==> src/rtl/usb_rcv_control.sv <==
// Receive-side control FSM for the USB full-speed receiver: gates the decoder,
// validates SYNC, strobes data bytes into the FIFO and classifies EOP/errors.
module usb_rcv_control #(
  parameter int MAX_BYTES = 64
) (
  input  logic       clk,
  input  logic       n_rst,
  input  logic       d_edge,
  input  logic       eop,
  input  logic       shift_enable,
  input  logic       byte_received,
  input  logic [7:0] rcv_data,
  output logic       rcving,
  output logic       w_enable,
  output logic       r_error,
  output logic       packet_done,
  output logic [6:0] byte_count
);

  localparam logic [6:0] MAX_B = 7'(MAX_BYTES);

  typedef enum logic [3:0] {
    IDLE, SYNC_WAIT, SYNC_CHECK, DATA_WAIT, STORE, EOP_2, DONE, ERR_WAIT, ERR_IDLE
  } state_t;

  state_t     state_q, state_d;
  logic [2:0] bit_cnt_q, bit_cnt_d;
  logic [6:0] byte_count_q, byte_count_d;
  logic       rcving_q, rcving_d;
  logic       w_enable_q, w_enable_d;
  logic       r_error_q, r_error_d;
  logic       packet_done_q, packet_done_d;
  logic       se;

  assign se = eop & shift_enable;

  always_comb begin
    state_d      = state_q;
    bit_cnt_d    = bit_cnt_q;
    byte_count_d = byte_count_q;
    case (state_q)
      IDLE, ERR_IDLE: begin
        if (d_edge) begin
          state_d      = SYNC_WAIT;
          byte_count_d = '0;
        end
      end
      SYNC_WAIT: begin
        if (se)                 state_d = ERR_WAIT;
        else if (byte_received) state_d = SYNC_CHECK;
      end
      SYNC_CHECK: begin
        bit_cnt_d = '0;
        state_d   = (rcv_data == 8'h80) ? DATA_WAIT : ERR_WAIT;
      end
      DATA_WAIT: begin
        // byte_received realigns the bit counter even if a shift coincides
        if (byte_received)     bit_cnt_d = '0;
        else if (shift_enable) bit_cnt_d = bit_cnt_q + 3'd1;
        if (se && bit_cnt_q == 3'd0 && !byte_received) state_d = EOP_2;
        else if (se)                                    state_d = ERR_WAIT;
        else if (byte_received && byte_count_q == MAX_B) state_d = ERR_WAIT;
        else if (byte_received)                          state_d = STORE;
      end
      STORE: begin
        byte_count_d = byte_count_q + 7'd1;
        bit_cnt_d    = '0;
        state_d      = DATA_WAIT;
      end
      EOP_2: begin
        if (shift_enable) state_d = (eop && byte_count_q != 7'd0) ? DONE : ERR_IDLE;
      end
      DONE:     state_d = IDLE;
      ERR_WAIT: if (se) state_d = ERR_IDLE;
      default:  state_d = IDLE;
    endcase
  end

  // Outputs are decoded from the next state so they line up with state_q
  always_comb begin
    rcving_d      = state_d inside {SYNC_WAIT, SYNC_CHECK, DATA_WAIT, STORE, EOP_2, ERR_WAIT};
    w_enable_d    = (state_d == STORE);
    packet_done_d = (state_d == DONE);
    r_error_d     = state_d inside {ERR_WAIT, ERR_IDLE};
  end

  always_ff @(posedge clk or negedge n_rst) begin
    if (!n_rst) begin
      state_q       <= IDLE;
      bit_cnt_q     <= '0;
      byte_count_q  <= '0;
      rcving_q      <= 1'b0;
      w_enable_q    <= 1'b0;
      r_error_q     <= 1'b0;
      packet_done_q <= 1'b0;
    end else begin
      state_q       <= state_d;
      bit_cnt_q     <= bit_cnt_d;
      byte_count_q  <= byte_count_d;
      rcving_q      <= rcving_d;
      w_enable_q    <= w_enable_d;
      r_error_q     <= r_error_d;
      packet_done_q <= packet_done_d;
    end
  end

  assign rcving      = rcving_q;
  assign w_enable    = w_enable_q;
  assign r_error     = r_error_q;
  assign packet_done = packet_done_q;
  assign byte_count  = byte_count_q;

endmodule

==> config.mk <==
export PLATFORM = sky130hd
export DESIGN_NAME = usb_rcv_control
export DESIGN_NICKNAME = d
export VERILOG_FILES = /design/src/rtl/usb_rcv_control.sv
export SDC_FILE = /design/constraint.sdc
export NUM_CORES = 1
export LEC_CHECK = 0
export ABC_AREA = 1
export BUFFER_PORTS_ARGS = -buffer_cell sky130_fd_sc_hd__buf_2
export CAP_MARGIN = 30
export CORE_ASPECT_RATIO = 1.4
export CORE_UTILIZATION = 35
export CTS_BUF_LIST = sky130_fd_sc_hd__clkbuf_2
export CTS_CLUSTER_SIZE = 30
export DETAILED_ROUTE_END_ITERATION = 6
export GPL_TIMING_DRIVEN = 0
export SLEW_MARGIN = 25
export SYNTH_ARGS = -nofsm -noshare
export SYNTH_HDL_FRONTEND = slang
export SYNTH_SLANG_ARGS = --single-unit
==> constraint.sdc <==
create_clock -name clk -period 1.6 [get_ports clk]
set_input_delay 0.16 -clock clk [delete_from_list [all_inputs] [get_ports clk]]
set_output_delay 0.16 -clock clk [all_outputs]
set_load 0.01 [all_outputs]
After elaboration in Yosys (flattened, before gate mapping)
Index checks and enable logic that the tools add are counted.
Widths: inputs -> output; s select.
{"block": "word_totals", "regBits": 18, "output_inout_bits": 11, "inputBits": 14, "elab_cells": 62}
{"block": "op_classes", "n_reduce_logical": 16, "mux": 17, "eq_ne": 19, "bitwise": 1, "n_addsub": 2}
{"op": "$mux 4", "count": 10}
{"op": "$eq 4x3->1 const B", "count": 7}
{"op": "$pmux 4 s7", "count": 1}
{"op": "$eq 4x2->1 const B", "count": 4}
{"op": "$pmux 7 s2", "count": 1}
{"op": "$mux 3", "count": 3}
{"op": "$eq 4x1->1 const B", "count": 2}
{"op": "$eq 4x4->1 const B", "count": 2}
{"op": "$eq 8x8->1 const B", "count": 1}
{"op": "$add 7x1->7 const B", "count": 1}
{"op": "$eq 7x7->1 const B", "count": 1}
{"op": "$mux 7", "count": 1}
{"op": "$reduce_bool 7->1", "count": 1}
{"op": "$pmux 3 s2", "count": 1}
{"op": "$reduce_bool 2->1", "count": 3}
{"op": "$reduce_bool 6->1", "count": 1}
{"op": "$logic_and 1x1->1", "count": 4}
{"op": "$logic_not 4->1", "count": 1}
{"op": "$reduce_and 2->1", "count": 2}
{"op": "$reduce_or 2->1", "count": 2}
{"op": "$add 3x1->3 const B", "count": 1}
{"op": "$logic_not 3->1", "count": 1}
{"op": "$ne 3x3->1 const B", "count": 1}
{"op": "$ne 2x2->1 const B", "count": 1}
{"op": "2 further kinds", "count": 2}

Longest topological paths before layout
{"block": "depth", "ltp_word": 8, "mapped_depth": 12}

Least setup slack after synthesis
OpenSTA, ideal clock, no wires.
{"block": "synth_path", "path_kind": "flip-flop to flip-flop", "start": "register byte_count_q[0], in the netlist byte_count[0]", "end": "register w_enable_q, in the netlist w_enable", "arrival_ns": 1.257, "n_path_buf": 0, "period_less_slack_ns": 1.377, "setup_slack_ns": 0.223, "stages_incl_launch_ff": 11, "cell_sequence": "dfrtp_1 inv_1 ha_1 nand2_1 nor2_1 nand2_1 nand2_1 nand2_1 nand2_1 nand2_2 nor3b_2"}
{"block": "synth_between", "elab_chain_len": 7}
{"element": "start: declaration", "line_no": "28", "text": "logic [6:0] byte_count_q, byte_count_d;"}
{"element": "start signal: assignment", "line_no": "99", "text": "byte_count_q <= byte_count_d;"}
{"element": "$eq 7x7->1", "line_no": "62", "text": "else if (byte_received && byte_count_q == MAX_B) state_d = ERR_WAIT;"}
{"element": "$logic_and 1x1->1", "line_no": "62"}
{"element": "$mux 4", "line_no": "62"}
{"element": "$mux 4", "line_no": "61", "text": "else if (se) state_d = ERR_WAIT;"}
{"element": "$mux 4", "line_no": "60", "text": "if (se && bit_cnt_q == 3'd0 && !byte_received) state_d = EOP_2;"}
{"element": "$pmux 4 s7 (*)", "line_no": "41", "text": "case (state_q)"}
{"element": "net state_d[2]", "line_no": "26", "text": "state_t state_q, state_d;"}
{"element": "$eq 4x3->1 (*)", "line_no": "82", "text": "w_enable_d = (state_d == STORE);"}
{"element": "net w_enable_d", "line_no": "30", "text": "logic w_enable_q, w_enable_d;"}
{"element": "end signal: assignment", "line_no": "101", "text": "w_enable_q <= w_enable_d;"}
{"element": "end: declaration", "line_no": "30"}
Mark *: on every way through the listed nets, which the timed path passes. The rest lies on a longest branch.
A chain may end at the register's enable or synchronous reset.

Final worst setup path
{"block": "layout_path", "start": "register byte_count_q[0], in the netlist byte_count[0]", "end": "register r_error_q, in the netlist r_error"}
{"block": "layout_between", "elab_chain_len": 8}
{"element": "$eq 7x7->1", "line_no": "62"}
{"element": "$logic_and 1x1->1", "line_no": "62"}
{"element": "$mux 4", "line_no": "62"}
{"element": "$mux 4", "line_no": "61"}
{"element": "$mux 4", "line_no": "60"}
{"element": "$pmux 4 s7 (*)", "line_no": "41"}
{"element": "net state_d[3]", "line_no": "26"}
{"element": "$eq 4x3->1 or $eq 4x4->1 (tied branches)", "line_no": "84", "text": "r_error_d = state_d inside {ERR_WAIT, ERR_IDLE};"}
{"element": "$reduce_bool 2->1 (*)", "line_no": "84"}
{"element": "net r_error_d", "line_no": "31", "text": "logic r_error_q, r_error_d;"}
{"element": "end signal: assignment", "line_no": "102", "text": "r_error_q <= r_error_d;"}
{"element": "end: declaration", "line_no": "31"}
Marks and branches as above.

==> flow_summary.yaml <==
timing:
  slew_violations: 0
  rsz0062_at_grt: "true"
  hold_viol: 0
  timing.fmax_mhz: 673.6
  tightest_slew_ns: 0.4112
  fin_crit_sh_pct: 92.78
  clock_skew_ns: 0.006179
  setup_viol: 0
  worst_hold_slack_ns: 0.1795
  fin_ws_ns: 0.1155
  period_needed_ns: 1.485
  max_slew_margin_pct: 72.59
worst_hold_path:
  hold_path_class: "in2reg"
  hold_start: "eop"
  worstHoldPathCells: 3
floorplanning:
  die_w_um: 50.07
  rows: 24
  fp.dieH_um: 69.30
  coreArea_um2: 3093
  io_pins: 25
  die_area_um2: 3470
  start_util_pct: 36.61
worst_setup_path:
  criticalPathCategory: "reg2reg"
  worst-path-max-fanout: 3
  cp.arrival_ns: 1.68
  reg2reg_slack_ns: 0.12
  r2r_start: "byte_count[0]$_DFFE_PN0P_"
  crit_end: "r_error$_DFF_PN0_"
  ff2ff_path_depth: 9
  cp.required_ns: 1.79
  r2r-end: "r_error$_DFF_PN0_"
  start_kind: "register"
  cp-end-kind: "register"
  cp-startpoint: "byte_count[0]$_DFFE_PN0P_"
final_layout:
  final_cells: 231
  fin_util_pct: 44.13
  layout_commonest_cell: "nand2_1"
  syn_to_final_growth_pct: 20.55
  antenna_cells: 0
  final_cell_mix: "nand2_1 (43), buf_2 (24), inv_1 (21), nor2_1 (21), dfrtp_1 (18)"
  seqCellArea_um2: 450.4
  fin_nets: 211
  multi_input_area_um2: 606.8
  layout-drive-gt1-share_pct: 26.04
  nFillCells: 336
synth:
  yosysWarnings: 0
  avgSynthCellArea_um2: 7.033
  syn-cell-area_um2: 1132
  ys_seq_elements: 18
  ys_seq_area_share_pct: 39.78
  ys_types: 21
  synth_fp_nets: 179
  netlist_instances: 161
placement:
  place_inst: 224
  io_buffers: 24
  gp_congestion: 0.9224
  pre_cts_ws_ns: 0.05433
  hpwl_um: 2126
clocking:
  cts_sinks: 18
  clk_pin_slew_ns: 0.17
  cts_tree: "done"
  root_buffer: "clkbuf_2"
  h-tree-depth: 1
  clock_latency_ns: 0.30
  cts-buffers-inserted: 3
  clockBufferDepth: 2
route:
  routed_wl_um: 2663
  drtAntennaViolNets: 0
  avgRoutedWirePerCell_um: 11.53
  vias: 1114
  first_iter_violations: 11
  via_per_inst: 4.823
  drc: 0
  dr.pass1.iters: 4
global_routing:
  overflow: 0
  grt_max_degree: 19
  grt_pass1_vias: 1151
  antenna_found_initial: 0
  grt_util_all_layers_pct: 17.87
  grt_pass1_wl_um: 4809
run_status:
  outcome: "finished clean"
pwr:
  peakVddDrop_mv: 0.7521
  power_per_cell_area_nw_per_um2: 1681
  leakagePower_nw: 0.7821
flow_run:
  maxCapViolCount: 0
## layer usage
metal  global-route usage [%]  part of all wire [%]
met3                    2.632                   3.6
met1                    19.86                    41
met4                    7.302                  0.83
met2                    32.59                    54
met5                        0                     0
## cell usage after synthesis (all sizes together)
library cell / instances / area (um2)
a21oi: 9 / 45.04
and2: 1 / 6.260
clkinv: 1 / 5.000
dfrtp: 18 / 450.4
ha: 4 / 50.05
inv: 24 / 90.09
nand2: 47 / 186.4
nand3: 14 / 85.08
nand4: 4 / 25.02
nor2: 28 / 117.6
nor3b: 1 / 12.51
nor4: 1 / 6.260
o21ai: 6 / 30.03
o21bai: 1 / 7.510
o22ai: 1 / 6.260
o32ai: 1 / 8.760
## critical path: stages, from the launching register on
cell and delay, ns:
dfrtp_1 0.43, inv_2 0.06, ha_1 0.18, nand2_1 0.08, nor2_2 0.04, nand2_1 0.10, nand2_1 0.07, nand3_1 0.07
nand3_1 0.13, o21bai_1 0.21
## registers in the layout (all words and copies together), names as in the netlist
name,count
byte_count,7
state_q,4
bit_cnt_q,3
packet_done,1
r_error,1
rcving,1
w_enable,1
## per-stage QoR
step | TNS [ns] | total power [mW] | cell area, um2
after floorplan | 0 | 1.678 | 1132
after global placement | 0 | 1.994 | 1301
after detailed placement | 0 | 2.040 | 1301
after CTS | 0 | 2.239 | 1330
after global routing | -0.02761 | 2.555 | 1365
final | 0 | 2.294 | 1365
## cell families (layout without fill, tap and decap cells)
kind of cell             after synthesis  after routing  synth area share, %
buffers and inverters                 25             56                8.398
flip-flops                            18             18                39.78
AND/OR/NAND/NOR                       96             96                38.78
AO/OA/AOI/OAI                         18             18                8.619
adder cells (fa/ha/maj)                4              4                4.420
## where the power goes
group	switching (mW)	leakage, nW	internal [mW]	total (mW)
registers	0.143	0.239	0.610	0.753
logic	0.860	0.530	0.486	1.35
clock network	0.142	0.0140	0.0544	0.196
total	1.14	0.782	1.15	2.29
## repair_timing
action	4_1_cts	5_1_grt
setup buffers	0	2
gates resized for setup	0	7
hold buffers	1	0
setup endpoints to repair	0	7
hold endpoints to repair	18	0
## final cells by class
class / instances / share of cell area, %
Multi-Input combinational cell: 118 / 44.45
Sequential cell: 18 / 33.00
Timing Repair Buffer: 27 / 10.63
Inverter: 25 / 6.966
Tap cell: 39 / 3.575
Clock buffer: 3 / 1.100
Clock inverter: 1 / 0.2750
## worst min-delay path by stage
stage / endpoint / slack [ns]
5_1_grt: packet_done$_DFF_PN0_ / 0.17
6_report: packet_done$_DFF_PN0_ / 0.18
3_5_place_dp: byte_count[0]$_DFFE_PN0P_ / 0.12
4_1_cts: packet_done$_DFF_PN0_ / 0.18
2_1_floorplan: bit_cnt_q[0]$_DFFE_PN0P_ / -0.14
3_3_place_gp: w_enable$_DFF_PN0_ / 0.11
Power figures use the tool's default switching activity.
